[src/rtl/pwm_update_scheduler.sv]
// Output pin driver with shared 8-bit PWM timebase.
// New register values are staged and committed only at a PWM period boundary so pins never glitch mid-period.
module pwm_update_scheduler #(
    parameter int PRESCALE_DIV = 13,
    parameter int PRE_W        = 16
) (
    input  logic        clk,
    input  logic        rst_n,
    input  logic        pwm_en,
    input  logic        cfg_update,
    input  logic [15:0] cfg_en_out,
    input  logic [15:0] cfg_en_pwm,
    input  logic [7:0]  cfg_duty,
    output logic [15:0] pin_out,
    output logic        period_start,
    output logic        cfg_pending,
    output logic [7:0]  pwm_cnt
);

    localparam logic [PRE_W-1:0] PRE_MAX = PRE_W'(PRESCALE_DIV - 1);
    localparam logic [PRE_W-1:0] PRE_ONE = PRE_W'(1);

    // Duty 0 and 255 are forced constant so neither end of the range produces a one-step sliver.
    function automatic logic pwm_level(input logic [7:0] duty, input logic [7:0] cnt);
        logic lvl;
        if (duty == 8'd0) begin
            lvl = 1'b0;
        end else if (duty == 8'd255) begin
            lvl = 1'b1;
        end else begin
            lvl = (cnt < duty);
        end
        return lvl;
    endfunction

    logic [PRE_W-1:0] pre_r;
    logic [PRE_W-1:0] pre_nxt_s;
    logic [7:0]       pwm_cnt_r;
    logic [7:0]       cnt_nxt_s;
    logic             tick_s;
    logic             boundary_s;

    // wrap_r marks that pwm_cnt is sitting at the start of a period (after a boundary or while disabled)
    logic             wrap_r;
    logic             wrap_nxt_s;
    logic             period_start_r;
    logic             start_nxt_s;

    logic [15:0]      stg_out_r;
    logic [15:0]      stg_pwm_r;
    logic [7:0]       stg_duty_r;
    logic [15:0]      stg_out_nxt_s;
    logic [15:0]      stg_pwm_nxt_s;
    logic [7:0]       stg_duty_nxt_s;

    logic [15:0]      act_out_r;
    logic [15:0]      act_pwm_r;
    logic [7:0]       act_duty_r;
    logic [15:0]      act_out_nxt_s;
    logic [15:0]      act_pwm_nxt_s;
    logic [7:0]       act_duty_nxt_s;

    logic             pend_r;
    logic             pend_nxt_s;
    logic [15:0]      pin_out_r;
    logic [15:0]      pin_nxt_s;
    logic             lvl_s;

    assign tick_s     = pwm_en && (pre_r == PRE_MAX);
    assign boundary_s = tick_s && (pwm_cnt_r == 8'd255);

    // Prescaler and timebase next state; both are cleared and held while disabled.
    always_comb begin
        pre_nxt_s  = pre_r;
        cnt_nxt_s  = pwm_cnt_r;
        wrap_nxt_s = wrap_r;
        if (!pwm_en) begin
            pre_nxt_s  = {PRE_W{1'b0}};
            cnt_nxt_s  = 8'd0;
            wrap_nxt_s = 1'b1;
        end else if (tick_s) begin
            pre_nxt_s  = {PRE_W{1'b0}};
            cnt_nxt_s  = pwm_cnt_r + 8'd1;
            wrap_nxt_s = boundary_s;
        end else begin
            pre_nxt_s  = pre_r + PRE_ONE;
            cnt_nxt_s  = pwm_cnt_r;
            wrap_nxt_s = 1'b0;
        end
    end

    // period_start lags the count-0 cycle by one so it lines up with the first pin value of the new period.
    always_comb begin
        start_nxt_s = 1'b0;
        if (pwm_en && wrap_r) begin
            start_nxt_s = 1'b1;
        end else begin
            start_nxt_s = 1'b0;
        end
    end

    // Staging capture and commit decision into the active set.
    always_comb begin
        stg_out_nxt_s  = stg_out_r;
        stg_pwm_nxt_s  = stg_pwm_r;
        stg_duty_nxt_s = stg_duty_r;
        act_out_nxt_s  = act_out_r;
        act_pwm_nxt_s  = act_pwm_r;
        act_duty_nxt_s = act_duty_r;
        pend_nxt_s     = pend_r;

        if (cfg_update) begin
            stg_out_nxt_s  = cfg_en_out;
            stg_pwm_nxt_s  = cfg_en_pwm;
            stg_duty_nxt_s = cfg_duty;
        end else begin
            stg_out_nxt_s  = stg_out_r;
            stg_pwm_nxt_s  = stg_pwm_r;
            stg_duty_nxt_s = stg_duty_r;
        end

        if (!pwm_en || boundary_s) begin
            // A same-cycle write bypasses staging and wins over any older staged value.
            if (cfg_update) begin
                act_out_nxt_s  = cfg_en_out;
                act_pwm_nxt_s  = cfg_en_pwm;
                act_duty_nxt_s = cfg_duty;
            end else if (pend_r) begin
                act_out_nxt_s  = stg_out_r;
                act_pwm_nxt_s  = stg_pwm_r;
                act_duty_nxt_s = stg_duty_r;
            end else begin
                act_out_nxt_s  = act_out_r;
                act_pwm_nxt_s  = act_pwm_r;
                act_duty_nxt_s = act_duty_r;
            end
            pend_nxt_s = 1'b0;
        end else begin
            if (cfg_update) begin
                pend_nxt_s = 1'b1;
            end else begin
                pend_nxt_s = pend_r;
            end
        end
    end

    // Pin levels from the current count and active configuration.
    always_comb begin
        lvl_s     = pwm_level(act_duty_r, pwm_cnt_r);
        pin_nxt_s = act_out_r & (~act_pwm_r | {16{lvl_s}});
    end

    // Timebase registers.
    always_ff @(posedge clk or negedge rst_n) begin
        if (!rst_n) begin
            pre_r          <= {PRE_W{1'b0}};
            pwm_cnt_r      <= 8'd0;
            wrap_r         <= 1'b1;
            period_start_r <= 1'b0;
        end else begin
            pre_r          <= pre_nxt_s;
            pwm_cnt_r      <= cnt_nxt_s;
            wrap_r         <= wrap_nxt_s;
            period_start_r <= start_nxt_s;
        end
    end

    // Staging, active configuration and pending flag.
    always_ff @(posedge clk or negedge rst_n) begin
        if (!rst_n) begin
            stg_out_r  <= 16'h0000;
            stg_pwm_r  <= 16'h0000;
            stg_duty_r <= 8'd0;
            act_out_r  <= 16'h0000;
            act_pwm_r  <= 16'h0000;
            act_duty_r <= 8'd0;
            pend_r     <= 1'b0;
        end else begin
            stg_out_r  <= stg_out_nxt_s;
            stg_pwm_r  <= stg_pwm_nxt_s;
            stg_duty_r <= stg_duty_nxt_s;
            act_out_r  <= act_out_nxt_s;
            act_pwm_r  <= act_pwm_nxt_s;
            act_duty_r <= act_duty_nxt_s;
            pend_r     <= pend_nxt_s;
        end
    end

    // Registered pin outputs.
    always_ff @(posedge clk or negedge rst_n) begin
        if (!rst_n) begin
            pin_out_r <= 16'h0000;
        end else begin
            pin_out_r <= pin_nxt_s;
        end
    end

    assign pin_out      = pin_out_r;
    assign period_start = period_start_r;
    assign cfg_pending  = pend_r;
    assign pwm_cnt      = pwm_cnt_r;

endmodule

[config.mk]
export PLATFORM = sky130hd
export DESIGN_NAME = pwm_update_scheduler
export DESIGN_NICKNAME = d
export VERILOG_FILES = /design/src/rtl/pwm_update_scheduler.sv
export SDC_FILE = /design/constraint.sdc
export NUM_CORES = 1
export LEC_CHECK = 0
export CAP_MARGIN = 25
export CELL_PAD_IN_SITES_DETAIL_PLACEMENT = 0
export CELL_PAD_IN_SITES_GLOBAL_PLACEMENT = 1
export CORE_MARGIN = 2
export CORE_UTILIZATION = 48
export DETAILED_ROUTE_END_ITERATION = 8
export HOLD_SLACK_MARGIN = 0.15
export PLACE_DENSITY_LB_ADDON = 0.1
export SYNTH_ARGS = -nofsm -noshare
export SYNTH_HDL_FRONTEND = slang
export SYNTH_SLANG_ARGS = --single-unit
export TNS_END_PERCENT = 30
[constraint.sdc]
create_clock -name clk -period 4.1 [get_ports clk]
set_input_delay 0.615 -clock clk [delete_from_list [all_inputs] [get_ports clk]]
set_output_delay 0.615 -clock clk [all_outputs]
set_load 0.005 [all_outputs]
# Word level (Yosys, flattened, before mapping)
# Index checks and enable logic that the tools add are counted.
dict set report word_totals {
  regBits 123
  memories 0
  latch_bits 0
  ramBits 0
  elab_cells 48
  rom_bits 0
  output_inout_bits 26
}
dict set report op_classes {
  n_div 0
  n_addsub 2
  n_shift 0
  magnitude_cmp 1
  reduce_logical 9
  eq_ne 4
  bitwise_logic 3
  multipliers 0
  muxes 17
}
# op count
set ops {}
lappend ops {{two-way mux 16 bit} 6}
lappend ops {{two-way mux 8 bit} 4}
lappend ops {{adder 16 x 1 -> 16 bit, second input constant} 1}
lappend ops {{AND 16 bit} 1}
lappend ops {{equality test 16 x 4 -> 1 bit, second input constant} 1}
lappend ops {{equality test 8 bit, second input constant} 2}
lappend ops {{inverter 16 bit} 1}
lappend ops {{bitwise OR 16 bit} 1}
lappend ops {{adder 8 x 1 -> 8 bit, second input constant} 1}
lappend ops {{zero test 8 bit} 1}
lappend ops {{less-than comparator 8 bit} 1}
lappend ops {{two-way mux 1 bit} 7}
lappend ops {{nonzero test 2 bit} 2}
lappend ops {{logical AND 1 bit} 3}
lappend ops {{inequality test 2 x 1 -> 1 bit, second input constant} 1}
lappend ops {{AND reduction 2 bit} 1}
lappend ops {{zero test 1 bit} 1}
lappend ops {{logical OR 1 bit} 1}

# Logic depth before layout (Yosys ltp)
dict set report logic_depth {
  depth_word 5
  depth_mapped 7
  mapped_depth_nobuf 6
}

# Worst setup path after synthesis
# Ideal clock, no wire load.
dict set report synth_timing {
  path_kind {input -> register}
  from {input cfg_update}
  to {register act_duty_r[0]}
  required_time_ns 3.975
  setup_time_ns 0.125
  arrival_time_ns 1.970
  slack_ns 2.005
  stages 6
  n_path_buf 2
  cell_sequence {clkbuf_1 nor2_1 or2_2 o32ai_4 buf_6 mux2_2}
}
dict set report synth_between {
  elab_chain_cells 2
}
# item line
set synth_lines {}
lappend synth_lines {{from (decl)} 10} ;# input logic cfg_update,
lappend synth_lines {{nonzero test 2 bit (no source line)} -}
lappend synth_lines {{AND reduction 2 bit (no source line)} -}
lappend synth_lines {{to (signal assigned)} 184} ;# act_duty_r <= act_duty_nxt_s;
lappend synth_lines {{to (decl)} 58} ;# logic [7:0] act_duty_r;
# Parallel ways exist; a longest one is shown, timed or not.
# A chain may end at the register's enable or synchronous reset.

# Worst setup path in the final report
dict set report layout_timing {
  from {register pre_r[0]}
  to {register act_out_r[15]}
}
dict set report layout_between {
  elab_chain_cells 5
}
# item line
set layout_lines {}
lappend layout_lines {{from (decl)} 36} ;# logic [PRE_W-1:0] pre_r;
lappend layout_lines {{from (signal assigned)} 156} ;# pre_r <= {PRE_W{1'b0}};
lappend layout_lines {{from (signal assigned)} 161} ;# pre_r <= pre_nxt_s;
lappend layout_lines {{equality test 16 x 4 -> 1 bit} 69} ;# assign tick_s = pwm_en && (pre_r == PRE_MAX);
lappend layout_lines {{logical AND 1 bit} 69}
lappend layout_lines {{logical AND 1 bit} 70} ;# assign boundary_s = tick_s && (pwm_cnt_r == 8'd255);
lappend layout_lines {{logical OR 1 bit} 122} ;# if (!pwm_en || boundary_s) begin
lappend layout_lines {{AND reduction 2 bit (no source line)} -}
lappend layout_lines {{to (signal assigned)} 182} ;# act_out_r <= act_out_nxt_s;
lappend layout_lines {{to (decl)} 56} ;# logic [15:0] act_out_r;
# Every way passes these cells.

==> impl_metrics.csv <==
group,metric,value,unit
global_route,grt_remaining_overflow,0,
power,p_per_area,495,nW/um^2
clocking,cts.htree.levels,4,
run_status,status,"completed",
clocking,cts_tree,"built",
clocking,clk_path_buf_depth,2,
synthesis,seq_area_frac_synth,60.2,%
synthesis,synth-compound-area-share,4.92,%
route,detail-route-antenna-nets,0,
synthesis,yosysWarnings,0,
finish,nFillCells,793,
synthesis,syn_avg_cell_area,13.3,um^2
clocking,post-cts-setup-buffer-count,0,
finish,final_util,63.3,%
synthesis,synth-xor-area-share,2.57,%
clocking,cts_buffers,17,
synthesis,muxShareOfSynthArea,17.8,%
sta,fin_ws,1.59,ns
finish,seq_area,3080,um^2
worst_setup_path,crit_path_start_kind,"register",
clocking,cts.sinks,123,
power,p_sw,764,uW
worst_setup_path,rr_worst_depth,7,
power,sw_frac_of_total,23.6,%
synthesis,syn_inst,384,
worst_setup_path,worst_ep_arrival_time,2.89,ns
clocking,holdBufCountCts,0,
floorplan,rows,37,
floorplan,die_w,107,um
placed_design,gp_congestion,0.798,
worst_setup_path,worst-path-max-fanout,23,
floorplan,fp.dieH,107,um
clocking,path_clk_slew,0.06,ns
route,vias_per_cell,5.21,
sta,tns,0,ns
power,p_clk_share,44.1,%
sta,fmax,399,MHz
route,vias,3202,
route,wl_per_cell,15.5,um
sta,maxSlewViolCount,0,
power,p_comb_share,11.4,%
power,intPower,2.47,mW
sta,setup_viol_count_final,0,
synthesis,synth-seq-cells,123,
worst_setup_path,cp_slowest_stage_delay,0.43,ns
power,ir_drop,0.259,mV
power,seqPwrFrac,44.5,%
synthesis,synth_top_family_by_area,"multiplexers",
sta,whs,0.436,ns
floorplan,die-area,11500,um^2
worst_setup_path,crit_type,"register to register",
synthesis,syn_nets,438,
worst_setup_path,crit_chain,"inv_1 -> ha_1 -> nor4b_2 -> nand4_2 -> o32ai_4 -> buf_4 -> mux2_2",
synthesis,yosys.area_share.simple,8.05,%
global_route,antenna_found_initial,0,
power,p_leak,2.78,nW
global_route,grt_pass1_wl,15.9,mm
job,max-cap-violations,0,
route,first_pass_iters,4,
global_route,track_usage,18.0,%
floorplan,coreArea,10300,um^2
clocking,clk_latency,0.50,ns
global_route,first_global_vias,3286,
min_path,hold_depth,1,
route,dr.first_iter.drc_count,102,
sta,layout_min_cycle_time,2.51,ns
sta,layout_worst_path_cycle_share,61.1,%
global_route,grt_start_max_net_pins,78,
clocking,root_buffer,"clkbuf_8",
finish,multi_input_area,1830,um^2
route,totalWireLength,9.54,mm
finish,drive_above_1_share,26.3,%
sta,hold_violations,0,
sta,tightest_slew,0.703,ns
worst_setup_path,end_kind,"register",
synthesis,synth_cell_type_count,37,
synthesis,synth_area,5110,um^2
synthesis,yosys.area_share.adder,2.45,%
floorplan,ios,70,
finish,syn2layout_area_growth,27.9,%
finish,nets,520,
placed_design,hpwl,6.31,mm
clocking,ctsResizeCount,0,
route,drc,0,
placed_design,io_buffers,69,
worst_setup_path,slowest_stage,"dfrtp_1",
min_path,hold_class,"register to register",
worst_setup_path,worstPathRequired,4.48,ns
floorplan,initial_core_util,49.5,%
sta,grt_setup_unrepaired,"false",
sta,max_slew_margin,53.1,%
sta,fin_skew,0.00947,ns
placed_design,post-place-ws,1.58,ns
finish,diodes,0,
-- cell families (layout without fill, tap and decap cells) --
group	after synthesis	after routing
flops	123	123
mux	81	81
simple gates	74	74
buf+inv	44	139
compound gates	37	37
xor+xnor	15	15
fa+ha+maj	10	10
-- final timing paths --
path                          startpoint             to  slack (ns)
max in group asynchronous          rst_n   act_out_r[3]        2.73
min                        act_pwm_r[12]    pin_out[12]        0.44
max reg2reg                     pre_r[0]  act_out_r[15]        1.59
min reg2reg                act_pwm_r[12]    pin_out[12]        0.44
min in group asynchronous          rst_n  stg_duty_r[4]        0.68
max                             pre_r[0]  act_out_r[15]        1.59
-- critical path, delay by kind of cell, from the launching register on --
| kind | cells | cell delay (ns) |
|---|---|---|
| adder cells (fa/ha/maj) | 1 | 0.13 |
| multiplexers | 1 | 0.38 |
| buffers and inverters | 2 | 0.45 |
| flip-flops | 1 | 0.43 |
| AND/OR/NAND/NOR | 2 | 0.61 |
| AO/OA/AOI/OAI | 1 | 0.37 |
-- state kept, by name, indices dropped and copies added, names as in the netlist, 8 cells and up --
| signal | count |
|---|---|
| pre_r | 16 |
| pin_out | 16 |
| act_pwm_r | 16 |
| pwm_cnt | 8 |
| act_out_r | 16 |
| stg_pwm_r | 16 |
| stg_duty_r | 8 |
| act_duty_r | 8 |
| stg_out_r | 16 |
-- synth_stat cells, drive strengths merged --
cell    count  area share [%]
mux2i       1            0.20
or3         2            0.29
and3        1            0.12
and2        1            0.12
o31ai       5            0.73
a21oi       7            0.69
o21ai       4            0.39
nand2       8            0.59
nor3b       1            0.15
clkbuf      5            0.37
dfrtp     122              60
nor2       22             1.6
a31oi      16             2.0
o32ai       1            0.54
and4bb      1            0.24
xnor2      12             2.1
a211o       1            0.17
or4         5            0.73
inv        30             2.2
and4        1            0.17
nand3       8            0.78
dfstp       1            0.51
buf         9             1.4
nor4b       1            0.29
mux2       80              18
nor3        5            0.49
nand4       8             1.1
o211ai      2            0.29
xor2        3            0.51
or2         2            0.24
o21a        1            0.15
nor4        8             1.1
ha         10             2.4
-- area by class of cell --
| cell class | instances | share of cell area (%) |
|---|---|---|
| sequential | 123 | 47.1 |
| inverter | 30 | 1.72 |
| multi-input combinational | 217 | 28.0 |
| clock buffer | 18 | 6.39 |
| timing repair buffer | 77 | 11.7 |
| clock inverter | 14 | 2.45 |
| tap | 136 | 2.60 |
-- layout by cell type (no fill, tap or decap), types with 3 or more instances in the layout --
cell,n
ha_1,10
mux2_2,76
nor3_1,5
nor4_1,7
clkbuf_16,16
inv_1,30
clkinvlp_4,4
or4_1,5
nand3_1,8
dfrtp_1,122
nand4_1,7
o21ai_0,4
inv_6,5
a21oi_1,7
clkinv_4,3
a31oi_1,16
xnor2_1,12
nor2_1,22
xor2_1,3
clkdlybuf4s50_1,67
buf_4,7
nand2_1,8
mux2_1,4
o31ai_1,5
-- metrics by stage --
stage / power [mW] / cell area, um^2 / instances
after global routing: 3.39 / 6540 / 615
after floorplan: 1.64 / 5110 / 384
after detailed placement: 1.83 / 5920 / 581
final: 3.23 / 6540 / 615
after CTS: 3.27 / 6500 / 613
after global placement: 1.82 / 5920 / 581
-- routing by layer --
| layer | routed length [um] | GRT usage, % | share of wire, % | vias to the layer above |
|---|---|---|---|---|
| met3 | 416 | 3.65 | 4.4 | 12 |
| li1 | - | - | - | 1524 |
| met4 | 105 | 7.24 | 1.1 | 0 |
| met1 | 4320 | 23.8 | 45 | 1596 |
| met2 | 4700 | 29.2 | 49 | 70 |
| met5 | 0 | 0 | 0 | - |
-- power groups by stage --
stage               clock [mW]  combinational [mW]  sequential, mW
floorplan                    0               0.200            1.44
finish                    1.43               0.369            1.44
CTS                       1.46               0.373            1.44
detailed placement           0               0.369            1.46
global route              1.52               0.411            1.46
global placement             0               0.361            1.46
Power figures use the tool's default switching activity.
